[config.mk]
export PLATFORM = sky130hd
export DESIGN_NAME = fp_alu_arbiter
export DESIGN_NICKNAME = d
export VERILOG_FILES = /design/src/rtl/fp_alu_arbiter.sv
export SDC_FILE = /design/constraint.sdc
export NUM_CORES = 1
export LEC_CHECK = 0
export ABC_AREA = 1
export BUFFER_PORTS_ARGS = -buffer_cell sky130_fd_sc_hd__buf_4
export CORE_AREA = 4 4 158 160
export DETAILED_ROUTE_END_ITERATION = 12
export DIE_AREA = 0 0 162 164
export PLACE_DENSITY = 0.65
export SYNTH_ARGS = -nofsm -noshare
export SYNTH_HDL_FRONTEND = slang
export SYNTH_SLANG_ARGS = --single-unit
[constraint.sdc]
create_clock -name clk -period 3.15 [get_ports clk]
set_clock_uncertainty 0.15 [all_clocks]
set_input_delay 0.315 -clock clk [delete_from_list [all_inputs] [get_ports clk]]
set_output_delay 0.315 -clock clk [all_outputs]
set_load 0.005 [all_outputs]
[src/rtl/fp_alu_arbiter.sv]
// fp_alu_arbiter: round-robin arbiter sequencing NREQ requesters onto one shared Q15 ALU.
// Define FP_ARB_TIMEOUT_EN to add the WAIT watchdog (TIMEOUT_CYC) and rsp_err reporting.
module fp_alu_arbiter #(
    parameter int N           = 32,
    parameter int Q           = 15,
    parameter int NREQ        = 4,
    parameter int IDW         = 2,
    parameter int TIMEOUT_CYC = 64
) (
    input  logic              clk,
    input  logic              rst_n,
    input  logic [NREQ-1:0]   req_valid,
    input  logic [NREQ*N-1:0] req_a,
    input  logic [NREQ*N-1:0] req_b,
    input  logic [NREQ*2-1:0] req_op,
    output logic [NREQ-1:0]   req_ready,
    output logic              rsp_valid,
    output logic [IDW-1:0]    rsp_id,
    output logic [N-1:0]      rsp_c,
    output logic              rsp_err,
    output logic [N-1:0]      alu_a,
    output logic [N-1:0]      alu_b,
    output logic [1:0]        alu_opcode,
    output logic              alu_start,
    input  logic [N-1:0]      alu_c,
    input  logic              alu_done
);
    if (Q >= N || NREQ < 2 || NREQ > 8 || IDW != $clog2(NREQ) || TIMEOUT_CYC < 1) begin : g_bad_cfg
        $error("fp_alu_arbiter: invalid parameter set");
    end

    typedef enum logic [1:0] {IDLE, ISSUE, WAIT, RESP} state_t;
    state_t state, state_nx;
    logic [IDW-1:0] rr_ptr, cur_id, gnt_id;
    logic gnt_any, timeout, finish;

    function automatic logic [IDW-1:0] wrap(input logic [IDW:0] v);
        return (v >= (IDW+1)'(NREQ)) ? IDW'(v - (IDW+1)'(NREQ)) : IDW'(v);
    endfunction

    // Descending scan so the requester closest to rr_ptr wins.
    always_comb begin
        gnt_any = 1'b0;
        gnt_id  = '0;
        for (int k = NREQ - 1; k >= 0; k--)
            if (req_valid[wrap({1'b0, rr_ptr} + (IDW+1)'(k))]) begin
                gnt_any = 1'b1;
                gnt_id  = wrap({1'b0, rr_ptr} + (IDW+1)'(k));
            end
    end

    assign req_ready = (rst_n && state == IDLE && gnt_any) ? NREQ'(1) << gnt_id : '0;
    assign alu_start = state == ISSUE;
    assign rsp_valid = state == RESP;
    assign finish    = state == WAIT && (alu_done || timeout);

`ifdef FP_ARB_TIMEOUT_EN
    localparam int WDW = $clog2(TIMEOUT_CYC + 1);
    logic [WDW-1:0] wd_cnt;
    always_ff @(posedge clk or negedge rst_n)
        if (!rst_n) wd_cnt <= '0;
        else        wd_cnt <= (state == WAIT) ? wd_cnt + 1'b1 : '0;
    assign timeout = state == WAIT && !alu_done && wd_cnt == WDW'(TIMEOUT_CYC - 1);
`else
    assign timeout = 1'b0;
`endif

    always_comb begin
        state_nx = state;
        case (state)
            IDLE:    state_nx = gnt_any ? ISSUE : IDLE;
            ISSUE:   state_nx = WAIT;
            WAIT:    state_nx = finish ? RESP : WAIT;
            default: state_nx = IDLE;
        endcase
    end

    always_ff @(posedge clk or negedge rst_n)
        if (!rst_n) state <= IDLE;
        else        state <= state_nx;

    always_ff @(posedge clk or negedge rst_n)
        if (!rst_n) begin
            rr_ptr     <= '0;
            cur_id     <= '0;
            alu_a      <= '0;
            alu_b      <= '0;
            alu_opcode <= '0;
            rsp_id     <= '0;
            rsp_c      <= '0;
            rsp_err    <= 1'b0;
        end else begin
            if (state == IDLE && gnt_any) begin
                alu_a      <= req_a[int'(gnt_id)*N +: N];
                alu_b      <= req_b[int'(gnt_id)*N +: N];
                alu_opcode <= req_op[int'(gnt_id)*2 +: 2];
                cur_id     <= gnt_id;
                rr_ptr     <= wrap({1'b0, gnt_id} + 1'b1);
            end
            if (finish) begin
                rsp_c   <= timeout ? '0 : alu_c;
                rsp_id  <= cur_id;
                rsp_err <= timeout;
            end
        end
endmodule

# ---- Yosys cells after proc, flatten, opt, wreduce, memory -nomap -nowiden
# Index checks and enable logic that the tools add are counted.
dict set report word_totals {
  register_bits 106
  inputBits 303
  output_inout_bits 107
}
dict set report op_classes {
  n_addsub 9
  magnitude_cmp 9
  eq_ne 3
  shift 4
  n_mux 25
  n_reduce_logical 5
}
# cell count
set op_table {}
lappend op_table {{$shiftx A128 B8 Y32} 2}
lappend op_table {{$mux W2} 9}
lappend op_table {{$ge A3 B3 Y1 const B} 4}
lappend op_table {{$lt A2 B3 Y1 const B} 4}
lappend op_table {{$mux W1} 10}
lappend op_table {{$sub A2 B1 Y2 const B} 5}
lappend op_table {{$bmux W1 S2} 4}
lappend op_table {{$shiftx A8 B4 Y2} 1}
lappend op_table {{$add A2 B1 Y3 const B} 2}
lappend op_table {{$add A2 B2 Y3 const B} 2}
lappend op_table {{$pmux W2 S3} 1}
lappend op_table {{$eq A2 B2 Y1 const B} 2}
lappend op_table {{$logic_and A1 B1 Y1} 4}
lappend op_table {{$mux W4} 1}
lappend op_table {{$shl A1 B2 Y4 const A} 1}
lappend op_table {{$ge A2 B3 Y1 const B} 1}
lappend op_table {{$eq A2 B1 Y1 const B} 1}
lappend op_table {{$logic_not A2 Y1} 1}

# ---- Longest topological paths before layout
# Gate-level depths: netlist of run 1.
dict set report depth {
  word_depth 12
  ltp_mapped 17
  mapped_depth_nobuf 15
}

# ---- Least setup slack after synthesis of run 1
# No wires, ideal clock.
dict set report synth_path {
  path_kind {reg-to-output}
  from {reg rr_ptr[0]}
  to {out req_ready[1]}
  arrival_ps 1640
  required_ps 2685
  path_slack_ps 1045
  stages_incl_launch_ff 11
  n_path_buf 3
  cell_sequence {dfrtp_1 buf_6 o21ai_1 nand2_2 nand3_1 nand2_1 nand2_1 inv_2 buf_4 buf_2 nor3_1}
}
dict set report synth_via {
  elab_chain_len 11
  elab_cells_between_ends 34
  cone_classes {add/sub: 7; order compare: 4; shift: 1; mux: 21; reduce/logical: 1}
}
# item line_no
set synth_lines {}
lappend synth_lines {{start, declared} 34} ;# logic [IDW-1:0] rr_ptr, cur_id, gnt_id;
lappend synth_lines {{start signal, assigned} 98} ;# rr_ptr <= wrap({1'b0, gnt_id} + 1'b1);
lappend synth_lines {{$add A2 B2 Y3} {46, 48}}
lappend synth_lines {{$ge A3 B3 Y1 / $sub A2 B1 Y2 (equally long branches)} 38} ;# return (v >= (IDW+1)'(NREQ)) ? IDW'(v - (IDW+1)'(NREQ)) : IDW'(v);
lappend synth_lines {{$mux W2} 38}
lappend synth_lines {{$bmux W1 S2} 46} ;# if (req_valid[wrap({1'b0, rr_ptr} + (IDW+1)'(k))]) begin
lappend synth_lines {{$mux W1 (not written as such)} 46}
lappend synth_lines {{$mux W2 / $mux W1 (equally long branches) (4 in a row)} 46}
lappend synth_lines {{$shl A1 B2 Y4 / $logic_and A1 B1 Y1 (equally long branches)} 52} ;# assign req_ready = (rst_n && state == IDLE && gnt_any) ? NREQ'(1) << gnt_id : '0;
lappend synth_lines {{$mux W4 (*)} 52}
lappend synth_lines {{end, declared} 16} ;# output logic [NREQ-1:0] req_ready,
# Mark *: on every way between the ends. The rest lies on a longest branch, timed or not. The select of a mux whose other input is x is not followed.

# ---- Final worst setup path of run 1
# Ends and elaborated chain as after synthesis.

==> results of run 1 <==
[stage by stage]
stage | std cells | util
floorplan | 1079 | -
global placement | 1746 | 0.4347
detailed placement | 1746 | 0.4347
CTS | 1762 | 0.4485
global route | 1762 | 0.4488
finish | 1762 | 0.4488
[final timing paths]
check / start / end / slack, ns / depth (start not counted)
max reg2reg: rr_ptr[0]$_DFFE_PN0P_ / alu_b[19]$_DFFE_PN0P_ / 0.51 / 15
min: rst_n / alu_b[15]$_DFFE_PN0P_ / -0.01 / 2
max: rr_ptr[0]$_DFFE_PN0P_ / req_ready[1] / 0.21 / 11
max in group asynchronous: rst_n / alu_b[1]$_DFFE_PN0P_ / 2.25 / 2
min reg2reg: alu_a[19]$_DFFE_PN0P_ / alu_a[19]$_DFFE_PN0P_ / 0.33 / 2
min in group clk: alu_c[24] / rsp_c[24]$_DFFE_PN0P_ / 0.03 / 2
[power breakdown]
part	total, mW	switching, mW	leakage, nW	internal (mW)
sequential	2.42	0.372	1.31	2.05
combinational	8.10	5.02	4.72	3.08
clock	1.23	0.642	0.156	0.588
total	11.8	6.03	6.18	5.72
[state kept, by name, indices dropped and copies added, names as in the netlist]
signal / count
rsp_c: 32
rr_ptr: 2
state: 2
rsp_id: 2
alu_opcode: 2
cur_id: 2
alu_a: 32
alu_b: 32
[cells by family after synthesis]
group | after synthesis | share of synthesized area
AND/OR/NAND/NOR | 835 | 0.4836
flip-flops | 106 | 0.3825
buffers and inverters | 90 | 0.06442
multiplexers | 33 | 0.05359
AO/OA/AOI/OAI | 10 | 0.008119
adder cells (fa/ha/maj) | 4 | 0.007218
other | 1 | 0.0005408
[Yosys cell counts, drive strengths merged]
cell,count,share of area
a21oi,3,0.0022
nand3,141,0.10
conb,1,0.00054
dfrtp,106,0.38
inv,15,0.0081
nor2,3,0.0016
o21ai,6,0.0049
nor3,2,0.0014
clkbuf,23,0.012
buf,52,0.044
ha,4,0.0072
o21a,1,0.0011
mux2,33,0.054
nand2,689,0.38
[metal layers]
metal	global-route usage	vias up
met2	0.3640	330
met1	0.2524	3682
met4	0.04037	0
met5	0	-
met3	0.05972	23
li1	-	4078
[worst max-delay path: stages (launching register included)]
cell,delay (ns)
sky130_fd_sc_hd__dfrtp_1,0.58
sky130_fd_sc_hd__inv_1,0.14
sky130_fd_sc_hd__nand2_1,0.11
sky130_fd_sc_hd__nand3_1,0.11
sky130_fd_sc_hd__nand2_1,0.12
sky130_fd_sc_hd__nand3_2,0.12
sky130_fd_sc_hd__nand2_2,0.10
sky130_fd_sc_hd__nand2_4,0.08
sky130_fd_sc_hd__nand2_8,0.25
sky130_fd_sc_hd__inv_1,0.09
sky130_fd_sc_hd__nor3_1,0.26
sky130_fd_sc_hd__buf_4,0.16
[area by class of cell]
type | count | share of cell area
inverter | 15 | 0.005360
clock buffer | 9 | 0.02144
sequential | 106 | 0.2525
clock inverter | 7 | 0.009172
timing repair buffer | 423 | 0.3071
multi-input combinational | 883 | 0.3664
tap | 319 | 0.03800
==> qor.log, run 1 <==
[run_status] status finished with violations
[run_status] failing checks negative hold slack
[yosys] number of register bits inferred by synthesis 106
[routing] number of DRC markers after the initial detailed-route iteration 608
[floorplanning] number of ports placed on the die boundary 410
[timing] ratio of final minimum period to clock period 0.9328
[yosys] YS warnings 0
[finish] footprint of the multi-input gates 3849 um2
[timing] Max-slew headroom 0.4393
[finish] most common cell after layout, fill and taps aside sky130_fd_sc_hd__nand2_1
[placement] input/output buffers 408
[timing] Final Worst Setup Slack 0.2116 ns
[timing] worst-case hold slack -0.01101 ns
[finish] antenna cell count 0
[cts] number of CTS-inserted buffers 9
[pwr] total power per unit cell area 1119 nW/um2
[cts] hold buffer count at CTS 0
[grt] antenna violations before repair 0
[pwr] static leakage 6.181 nW
[floorplanning] height of the chip 164 um
[grt] wire length of the first global-routing pass 43680 um
[finish] highest-count cells in the layout ignoring fill and taps sky130_fd_sc_hd__nand2_1, sky130_fd_sc_hd__buf_4, sky130_fd_sc_hd__nand3_1
[placement] instance area after placement 10170 um2
[routing] detailed-route wire length per cell 16.29 um
[finish] synth-to-layout area growth 51.48%
[timing] sum of negative setup slack 0 ns
[floorplanning] Die Wd 162 um
[yosys] synthesized area per cell 6.426 um2
[finish] # fillers 2491
[yosys] count of unique library cells instantiated by Yosys 24
[cts] CTS Root Buffer Type sky130_fd_sc_hd__clkbuf_16
[routing] vias after detailed routing 8113
[placement] GPL Wtd Cong 0.8620
[routing] total routed wirelength 28710 um
[yosys] Synth Instances 1079
[placement] setup slack at placement 0.4224 ns
[timing] actual transition at the worst max-transition pin 0.8411 ns
[worst_setup_path] Max FO, Critical Path 39
[placement] half-perimeter wire length after placement 21610 um
[routing] metal1 wirelength 11410 um
[finish] FF+latch area 2653 um2
[grt] pin count of the biggest net entering global routing 133
[yosys] sequential-to-total area share from yosys stat 0.3825
[timing] final period demand of the worst path 2.938 ns
[routing] total DRC errors in the routed layout 0
[cts] Post-CTS Resized 0
[hold_path] class of the tightest hold or removal check in2async
[finish] layout net count 1745
[cts] clk_lat worst skew 0.36 ns
[routing] post-route antenna net violation count 0
[worst_setup_path] CP Capture Type primary output
[pwr] Total Power 11.75 mW
[cts] clock-pin slew on the worst setup and hold paths 0.09 ns
[timing] RSZ-0062 raised after global routing false
[flow_run] number of max-cap violations 0
[yosys] net count of the mapped netlist 1386
[worst_setup_path] kind of critical path reg2out
[worst_setup_path] Critical Path RT 2.68 ns
[cts] number of buffers on the longest clock path 2
[routing] via density per instance 4.604
[routing] Met3 Routed Length 2552 um
[finish] cell area after layout 10500 um2
[grt] vias in the first global route 7859
[cts] depth of the CTS H-tree 3
[pwr] peak supply drop 914.5 uV
[routing] number of optimization iterations in the first detailed-route pass 7
[finish] fraction of layout cells with a size suffix above 1 0.3368
[floorplanning] area of the die 26570 um2
[worst_setup_path] worst endpoint data arrival time 2.47 ns
[floorplanning] Std-Cell Rows 56
[timing] final hold violations 16
[routing] highest layer used for signal routing met4
[grt] global route total overflow 0
[worst_setup_path] startpoint kind of the worst setup timing path flop
[routing] Routed met2 length 14350 um
[cts] post-CTS setup buffer count 0
[cts] sink count of the clock tree 106
[floorplanning] CORE AREA 23400 um2
[floorplanning] initial cell density of the core 0.2963
[timing] maximum operating frequency 340.3 MHz
[yosys] Mapped Area 6934 um2
[timing] number of setup violations in the final report 0
[cts] clock tree from TritonCTS built
[grt] overall fraction of global-route tracks in use 0.2062
[timing] Final Max Slew Viols 0
(Power assumes the default switching activity.)
==> run 2: changes to the inputs <==
--- a/config.mk
+++ b/config.mk
@@ -7,10 +7,13 @@
 export LEC_CHECK = 0
 export ABC_AREA = 1
 export BUFFER_PORTS_ARGS = -buffer_cell sky130_fd_sc_hd__buf_4
-export CORE_AREA = 4 4 158 160
+export CELL_PAD_IN_SITES_DETAIL_PLACEMENT = 0
+export CELL_PAD_IN_SITES_GLOBAL_PLACEMENT = 1
+export CORE_MARGIN = 4
+export CORE_UTILIZATION = 31
 export DETAILED_ROUTE_END_ITERATION = 12
-export DIE_AREA = 0 0 162 164
-export PLACE_DENSITY = 0.65
+export PLACE_DENSITY = 0.94
+export SLEW_MARGIN = 20
 export SYNTH_ARGS = -nofsm -noshare
 export SYNTH_HDL_FRONTEND = slang
 export SYNTH_SLANG_ARGS = --single-unit
==> run 2 against run 1 <==
  * Global-route usage rose by 0.63 points
  * Sequential power about the same
  * Largest cell class unchanged
  * The flow now finishes without violations
  * Sequential share of layout area up 0.072 points
  * Critical endpoint is now req_ready[2]
  * Non-clock buffer count up 1
  * Routed wire length fell by 2.2%
==> qor.log, run 2 (synthesized netlist as in run 1, its figures left out) <==
[run_status] status complete, no violations
[pwr] Sw Ratio 0.5126 [-0.0007484]
[pwr] peak supply drop 950.1 uV [+3.9%]
[grt] wire length of the first global-routing pass 41400 um [-5.2%]
[flow_run] number of max-cap violations 0 [unchanged]
[cts] clk_lat worst skew 0.35 ns [about the same]
[finish] fin cells 1724 [-2.2%]
[worst_setup_path] startpoint kind of the worst setup timing path flop
[timing] number of setup violations in the final report 0 [unchanged]
[timing] final period demand of the worst path 2.855 ns [-0.08323 ns]
[floorplanning] CORE AREA 21890 um2 [-6.5%]
[finish] # fillers 2232 [-10%]
[routing] post-route antenna net violation count 0 [unchanged]
[cts] number of buffers on the longest clock path 2 [unchanged]
[timing] Final Worst Setup Slack 0.2948 ns [+0.08323 ns]
[pwr] Switching Power 6.026 mW [-0.13%]
[pwr] static leakage 6.190 nW [+0.14%]
[grt] antenna violations before repair 0 [unchanged]
[worst_setup_path] Critical Path Slowest Stage Cell sky130_fd_sc_hd__dfrtp_2
[routing] detailed-route wire length per cell 16.28 um [about the same]
[floorplanning] height of the chip 157.6 um [-3.9%]
[finish] share of the core filled with cells in the final layout 0.4787 [+0.02985]
[finish] fraction of layout cells with a size suffix above 1 0.3373 [+0.0004593]
[routing] via density per instance 4.654 [+1.1%]
[grt] overall fraction of global-route tracks in use 0.2125 [+0.006324]
[timing] worst-case hold slack 0.03237 ns [+0.04338 ns]
[worst_setup_path] reg-to-reg slack, setup 0.53 ns [+0.02 ns]
[worst_setup_path] CP Capture Type primary output
[pwr] Total Power 11.76 mW [about the same]
[timing] Final Max Slew Viols 0 [unchanged]
[cts] number of CTS-inserted buffers 9 [unchanged]
[worst_setup_path] Max FO, Critical Path 20 [-49%]
[pwr] power share of the clock group 0.102 [-0.003]
[placement] half-perimeter wire length after placement 20920 um [-3.2%]
[cts] CTS Root Buffer Type sky130_fd_sc_hd__clkbuf_16
[worst_setup_path] kind of critical path reg2out
[pwr] cell-internal power 5.730 mW [+0.17%]
[finish] layout net count 1746 [+0.057%]
[worst_setup_path] Critical Path RT 2.68 ns [about the same]
[hold_path] class of the tightest hold or removal check in2reg
[timing] final hold violations 0 [-16]
[routing] vias after detailed routing 8024 [-1.1%]
[cts] clock-pin slew on the worst setup and hold paths 0.09 ns [about the same]
[floorplanning] Std-Cell Rows 54 [-3.6%]
[grt] pin count of the biggest net entering global routing 133 [unchanged]
[placement] setup slack at placement 0.4613 ns [+0.03883 ns]
[grt] global route total overflow 0 [unchanged]
[routing] number of DRC markers after the initial detailed-route iteration 490 [-19%]
[finish] cell area after layout 10480 um2 [-0.24%]
[worst_setup_path] worst endpoint data arrival time 2.39 ns [-0.08 ns]
[grt] vias in the first global route 7488 [-4.7%]
[timing] RSZ-0062 raised after global routing false
[cts] depth of the CTS H-tree 3 [unchanged]
[placement] instance area after placement 10140 um2 [-0.36%]
[worst_setup_path] Largest stage delay, worst path 0.49 ns [-0.09 ns]
[placement] GPL Wtd Cong 0.8256 [-4.2%]
[floorplanning] area of the die 24830 um2 [-6.6%]
[routing] total routed wirelength 28070 um [-2.2%]
[placement] placed cells 1707 [-2.2%]
[worst_setup_path] Cell Chain, Critical Path inv_1, nand2_1, nand3_1, nand2_1, nor2_1, nand3_1, nand2_2, inv_2, nand2_1, nor3_1, buf_4
[routing] number of optimization iterations in the first detailed-route pass 5 [-2]
[pwr] part of the total power dissipated in sequential elements 0.207 [about the same]
[floorplanning] number of ports placed on the die boundary 410 [unchanged]
[finish] most common cell after layout, fill and taps aside sky130_fd_sc_hd__nand2_1
[timing] actual transition at the worst max-transition pin 0.8023 ns [-0.03882 ns]
[floorplanning] Die Wd 157.6 um [-2.7%]
[worst_setup_path] most common cell type on the critical path sky130_fd_sc_hd__nand2_1
[placement] input/output buffers 408 [unchanged]
[timing] maximum operating frequency 350.2 MHz [+2.9%]
[cts] clock tree from TritonCTS built
[timing] ratio of final minimum period to clock period 0.9064 [-0.02642]
[finish] highest-count cells in the layout ignoring fill and taps sky130_fd_sc_hd__nand2_1, sky130_fd_sc_hd__buf_4, sky130_fd_sc_hd__nand3_1
[pwr] total power per unit cell area 1122 nW/um2 [+0.26%]
[timing] sum of negative setup slack 0 ns [unchanged]
[timing] Max-slew headroom 0.4638 [+0.02458]
[cts] sink count of the clock tree 106 [unchanged]
[routing] total DRC errors in the routed layout 0 [unchanged]
[floorplanning] initial cell density of the core 0.3168 [+0.02046]
[pwr] Comb power frac 0.691 [about the same]
[finish] antenna cell count 0 [unchanged]
[finish] synth-to-layout area growth 51.12%
[finish] largest registers ranked by flip-flop count alu_a: 32 flops, alu_b: 32 flops, rsp_c: 32 flops
run 2: power by group through the flow:
stage	Clock, mW	Combinational, mW	Sequential (mW)
after floorplan	0	5.41	2.44
after global placement	0	8.17	2.42
after detailed placement	0	8.23	2.45
after CTS	1.25	8.26	2.43
after global routing	1.31	9.24	2.51
final	1.20	8.12	2.43
run 2: final cells by class:
| class | instances | area, um2 | share of cell area |
|---|---|---|---|
| clock buffers | 9 | 225.2 | 0.02149 |
| multi-input cells | 883 | 3849 | 0.3673 |
| clock inverters | 7 | 96.34 | 0.009194 |
| well taps | 280 | 350.3 | 0.03343 |
| flip-flops and latches | 106 | 2654 | 0.2533 |
| inverters | 15 | 56.30 | 0.005373 |
| repair buffers | 424 | 3248 | 0.3100 |
run 2: per-layer routing:
metal / part of all wire / track usage / routed length, um / vias to the layer above
met5: 0 / 0 / 0 / -
met4: 0.012 / 0.03892 / 336 / 0
met3: 0.094 / 0.06736 / 2626 / 20
met2: 0.50 / 0.3772 / 14140 / 299
met1: 0.39 / 0.2553 / 10960 / 3629
li1: - / - / - / 4076
run 2: critical path, delay by kind of cell, from the launching register on:
family / cells / cell delay (ns)
and+or+nand+nor: 8 / 0.95
buffers and inverters: 3 / 0.59
DFF: 1 / 0.49
run 2: repair_timing:
item,CTS,global route
endpoints found under the setup margin,0,4
buffers inserted,0,0
resized for setup,0,2
hold buffers,1,0
hold endpoints to repair,24,0
run 2: path summary, 6_finish.rpt:
check,startpoint,end,cells past startpoint
max in group asynchronous,rst_n,rr_ptr[0]$_DFFE_PN0P_,3
setup reg to reg,rr_ptr[0]$_DFFE_PN0P_,alu_b[15]$_DFFE_PN0P_,15
hold / removal,alu_c[29],rsp_c[29]$_DFFE_PN0P_,2
min in group asynchronous,rst_n,alu_a[30]$_DFFE_PN0P_,3
setup / recovery,rr_ptr[0]$_DFFE_PN0P_,req_ready[2],11
hold reg to reg,cur_id[1]$_DFFE_PN0P_,cur_id[1]$_DFFE_PN0P_,2
